<file path="config.mk">
export PLATFORM = sky130hd
export DESIGN_NAME = ltssm_detect_ctrl
export DESIGN_NICKNAME = d
export VERILOG_FILES = /design/src/rtl/ltssm_detect_ctrl_pkg.sv /design/src/rtl/ltssm_detect_ctrl.sv
export SDC_FILE = /design/constraint.sdc
export NUM_CORES = 1
export LEC_CHECK = 0
export ABC_AREA = 1
export CAP_MARGIN = 5
export CORE_MARGIN = 2
export CORE_UTILIZATION = 48
export DETAILED_ROUTE_END_ITERATION = 12
export GPL_ROUTABILITY_DRIVEN = 0
export GPL_TIMING_DRIVEN = 0
export PLACE_DENSITY = 0.88
export SKIP_CTS_REPAIR_TIMING = 1
export SLEW_MARGIN = 30
export SYNTH_ARGS = -nofsm -noshare
export SYNTH_HDL_FRONTEND = slang
export SYNTH_SLANG_ARGS = --single-unit
</file>
<file path="constraint.sdc">
create_clock -name Pclk -period 1.8 [get_ports Pclk]
set_input_delay 0.45 -clock Pclk [delete_from_list [all_inputs] [get_ports Pclk]]
set_output_delay 0.45 -clock Pclk [all_outputs]
set_load 0.01 [all_outputs]
</file>
<file path="src/rtl/ltssm_detect_ctrl_pkg.sv">
// ltssm_detect_ctrl_pkg: Detect-state encoding, timer interval codes and receiver-detect status.
package ltssm_detect_ctrl_pkg;
  typedef enum logic [2:0] {QUIET, DETECT, EVAL, WAIT12, DONE} state_e;
  localparam logic [2:0] T0MS = 3'b000;
  localparam logic [2:0] T12MS = 3'b001;
  localparam logic [2:0] T2MS = 3'b100;
  localparam logic [2:0] RXDET_STATUS = 3'b011;
  function automatic logic timed(input state_e s);
    return s inside {QUIET, DETECT, WAIT12};
  endfunction
endpackage

</file>
<file path="src/rtl/ltssm_detect_ctrl.sv">
// ltssm_detect_ctrl: LTSSM Detect.Quiet/Detect.Active controller driving PIPE receiver detection and the interval timer.
module ltssm_detect_ctrl #(
  parameter int LANES = 4,
  parameter logic [2:0] RXDET_STATUS = ltssm_detect_ctrl_pkg::RXDET_STATUS
) (
  input  logic               Pclk,
  input  logic               Reset,
  input  logic               Enable,
  input  logic               Restart,
  input  logic [LANES-1:0]   RxElecIdle,
  input  logic [LANES-1:0]   PhyStatus,
  input  logic [3*LANES-1:0] RxStatus,
  input  logic               TimeOut,
  output logic               TimerStart,
  output logic               TimerEnable,
  output logic [2:0]         TimerIntervalCode,
  output logic               TxDetectRx,
  output logic [LANES-1:0]   TxElecIdle,
  output logic               DetectDone,
  output logic [LANES-1:0]   LaneMask
);
  import ltssm_detect_ctrl_pkg::*;
  state_e state_q, state_d;
  logic [LANES-1:0] seen_q, seen_d, found_q, found_d, first_q, first_d, mask_q, mask_d;
  logic attempt_q, attempt_d, start_q, start_d, ten_q, ten_d, tx_q, tx_d, done_q, done_d;
  logic [2:0] code_q, code_d;
  logic to;
  always_comb begin
    to = TimeOut && ten_q && !start_q;
    state_d = state_q;
    seen_d = seen_q;
    found_d = found_q;
    first_d = first_q;
    attempt_d = attempt_q;
    case (state_q)
      QUIET: state_d = (to || !(&RxElecIdle)) ? DETECT : QUIET;
      DETECT: begin
        for (int i = 0; i < LANES; i++)
          if (PhyStatus[i] && !seen_q[i]) begin
            seen_d[i] = 1'b1;
            found_d[i] = RxStatus[3*i +: 3] == RXDET_STATUS;
          end
        state_d = (&seen_q || to) ? EVAL : DETECT;
      end
      EVAL: begin
        if (&found_q) state_d = DONE;
        else if (found_q == '0) state_d = QUIET;
        else if (!attempt_q) begin
          first_d = found_q;
          attempt_d = 1'b1;
          state_d = WAIT12;
        end else state_d = (found_q == first_q) ? DONE : QUIET;
      end
      WAIT12: state_d = to ? DETECT : WAIT12;
      DONE: state_d = Restart ? QUIET : DONE;
      default: state_d = QUIET;
    endcase
    if (!Enable) state_d = QUIET;
    // each Detect.Active attempt starts from a clean slate
    if (state_d == DETECT && state_q != DETECT) begin
      seen_d = '0;
      found_d = '0;
    end
    if (state_d == QUIET) attempt_d = 1'b0;
    ten_d = Enable && timed(state_d);
    start_d = ten_d && (state_d != state_q || !ten_q);
    code_d = state_d == DETECT ? T2MS : timed(state_d) ? T12MS : T0MS;
    tx_d = state_d == DETECT;
    done_d = state_d == DONE;
    mask_d = state_d != DONE ? '0 : state_q == DONE ? mask_q : found_q;
  end
  always_ff @(posedge Pclk or negedge Reset) begin
    if (!Reset) begin
      state_q <= QUIET;
      seen_q <= '0;
      found_q <= '0;
      first_q <= '0;
      mask_q <= '0;
      attempt_q <= 1'b0;
      start_q <= 1'b0;
      ten_q <= 1'b0;
      tx_q <= 1'b0;
      done_q <= 1'b0;
      code_q <= T0MS;
    end else begin
      state_q <= state_d;
      seen_q <= seen_d;
      found_q <= found_d;
      first_q <= first_d;
      mask_q <= mask_d;
      attempt_q <= attempt_d;
      start_q <= start_d;
      ten_q <= ten_d;
      tx_q <= tx_d;
      done_q <= done_d;
      code_q <= code_d;
    end
  end
  assign TimerStart = start_q;
  assign TimerEnable = ten_q;
  assign TimerIntervalCode = code_q;
  assign TxDetectRx = tx_q;
  assign TxElecIdle = '1;
  assign DetectDone = done_q;
  assign LaneMask = mask_q;
endmodule

</file>
==> key figures <==
STA
  • Crit share post-route: 102%
  • Min Tclk post-route: 1.83 ns
  • RSZ-0062 raised after global routing: true
  • Layout Skew: a little over 0.009 ns
  • Final setup vio count: 8
  • Final hold vios: 0
  • Max_slew headroom: 62.6%
  • Slew @ Worst Pin: 0.554 ns
  • Max Clk Rate: 0.546 GHz
  • Final worst slack: -0.0316 ns
  • Final Slew Violations: 0
  • Total negative slack: -0.183 ns

Yosys
  • Gate Count Post-Synth: roughly 190
  • Main combinational cell family by area after synthesis: simple AND/OR/NAND/NOR gates
  • Post-synthesis adder-cell area fraction: 0%
  • Synth async-reset ratio: 100%
  • Post-Synthesis Cell Area: 0.00147 mm2
  • Post-Syn Area per Cell: around 7.6 um2
  • Ys flop type: dfrtp_1
  • Number of enable flip-flop cells after synthesis: 0
  • YS warnings: 0
  • Mux contribution to synthesized area: 0%
  • #FFs+latches synth: 25
  • Compound-Gate Fraction of Synth Area: between 7 and 8%
  • Register area share after synthesis: 42.7%
  • Simple-gate share of the synthesized area: 35.0%
  • Post-synthesis cell type count: 26
  • Post-Synth XOR/XNOR Area: 0%

Run status
  • Failing checks: negative setup slack
  • Outcome: finished, violations left

Floorplan
  • Full die area: 0.00351 mm2
  • Core area: 0.00298 mm2
  • DIE HEIGHT: 59.3 um
  • Top-level I/O count: 40
  • Width of the chip: 59.3 um
  • Cell row count: 20
  • Starting Density: 49.2%

GRT
  • First-pass GRT wire length: around 4.7 mm
  • GRT Util Overall: 17.4%
  • Vias in the first global route: between 1000 and 1500
  • Total global routing overflow: 0
  • Initial antenna violation count: 0
  • Largest net degree at the start of global routing: 26

Placement
  • Post-Place Setup Slack: -0.322 ns
  • Number of port buffers: 33
  • HPWL after detailed placement: 2.14 mm
  • DP Area: around 0.0018 mm2

CTS
  • Clk pin slew, worst setup/hold paths: 0.14 ns
  • CTS tree: done
  • CTS HTree Levels: 1
  • Clock buffer depth: 2
  • Worst skew pair latency: 0.32 ns
  • Root Driver: clkbuf_4
  • CTS Sinks: 25
  • CTS Buf Count: 3

Cells and area
  • Finished Cell Area: 0.00205 mm2
  • Utilization after layout: 68.8%
  • Share of cells above drive strength 1: 29.4%
  • Area growth from synthesis to layout: 39.7%
  • Commonest non-fill, non-tap cells in the layout: 55 x nand2_1, 30 x clkdlybuf4s50_1, 22 x buf_4, 21 x inv_1, 20 x dfrtp_1
  • Nets: 274
  • ANT cells: 0
  • Commonest non-fill, non-tap cell in the layout: nand2_1

Setup path
  • Setup Crit Path Kind: register to register
  • Crit end category: register
  • Required time worst endpoint: 2.03 ns
  • Crit start category: register
  • Max Fanout on Critical Path: 8
  • CP arrival: around 2.1 ns

Min path
  • Hold WC Path Type: primary input to async pin

Drt
  • 1st-pass router iterations: 4
  • Initial drt markers: 38
  • Post-DRT Antenna Nets: 0
  • WL/cell: approximately 12 um
  • Routed vias/inst: 4.89
  • Final wirelength: 3.42 mm
  • Vias post-DR: 1373
  • Number of remaining DRC errors: 0

Job
  • Max cap viols: 0

Power and ir drop
  • VDD IR max: between 400 and 500 uV
  • Total power per unit cell area: 666 mW/mm2
  • LEAKAGE: 1.09 nW
  • Total power: between 1 and 1.5 mW
## sequential cells by signal, indices dropped and copies added (netlist names), 2 cells and up
signal,cells
LaneMask,4
first_q,4
found_q,4
seen_q,4
state_q,3
TimerIntervalCode,2
## where the power goes
group	leakage, nW	internal [mW]	switching (mW)
registers	0.325	0.614	0.0561
logic	0.754	0.213	0.227
clock network	0.0150	0.0867	0.166
total	1.09	0.914	0.450
## final timing paths
| check | from | to | slack (ns) | cells after the start |
|---|---|---|---|---|
| min in group Pclk | Enable | state_q[0] | 0.40 | 3 |
| worst min register to register | LaneMask[3] | LaneMask[3] | 0.54 | 2 |
| worst max register to register | state_q[1] | seen_q[3] | -0.03 | 13 |
| worst max-delay path | state_q[1] | seen_q[3] | -0.03 | 13 |
| worst min-delay path | Reset | state_q[0] | 0.09 | 1 |
| max in group asynchronous | Reset | found_q[1] | 1.31 | 1 |
## layout make-up
cell class / instances / area [um2]
fill: 241 / 930
buffer: 8 / 63.8
clock buffer: 4 / 26.3
timing repair buffer: 49 / 454
sequential: 25 / 632
tap: 33 / 41.3
multi-input combinational: 125 / 684
inverter: 37 / 146
## kinds of logic after synthesis
group,after synthesis
AND/OR/NAND/NOR,101
buffers and inverters,45
flip-flops,25
AO/OA/AOI/OAI,19
other,2
## critical path: stages, from the launching register on
cell	delay, ns
dfrtp_2	0.49
buf_6	0.14
nor3_4	0.18
nand3_2	0.11
nand2_2	0.08
inv_2	0.04
nand2_4	0.06
nand2_4	0.06
inv_4	0.05
nand2_2	0.04
or2_1	0.23
buf_6	0.16
nand2_2	0.08
inv_2	0.03
## layer usage
metal / vias to the layer above / global-route usage [%] / wire length [um]
met5: - / 0 / 0
met4: 0 / 6.49 / 82
met3: 11 / 3.06 / 94
met2: 33 / 28.9 / 1790
met1: 639 / 22.5 / 1450
li1: 690 / - / -
## synthesized netlist by cell type (4+ instances only)
cell      n  area (um2)
o41ai_1   4        35.0
a21oi_1   6        30.0
o21ai_0   8        40.0
buf_4     7        52.6
nand2_1  57         214
nand2_2  13        81.3
nor2_1    9        33.8
inv_2    12        45.0
dfrtp_1  25         626
nand3_1  10        50.1
inv_1    22        82.6
## metrics by stage
stage	instances	hold slack (ns)
6_report	281	0.0913
5_1_grt	281	0.127
4_1_cts	265	0.108
3_5_place_dp	261	0.465
3_3_place_gp	261	0.502
2_1_floorplan	195	0.154
Note: power is estimated with default switching activity, not from simulation.
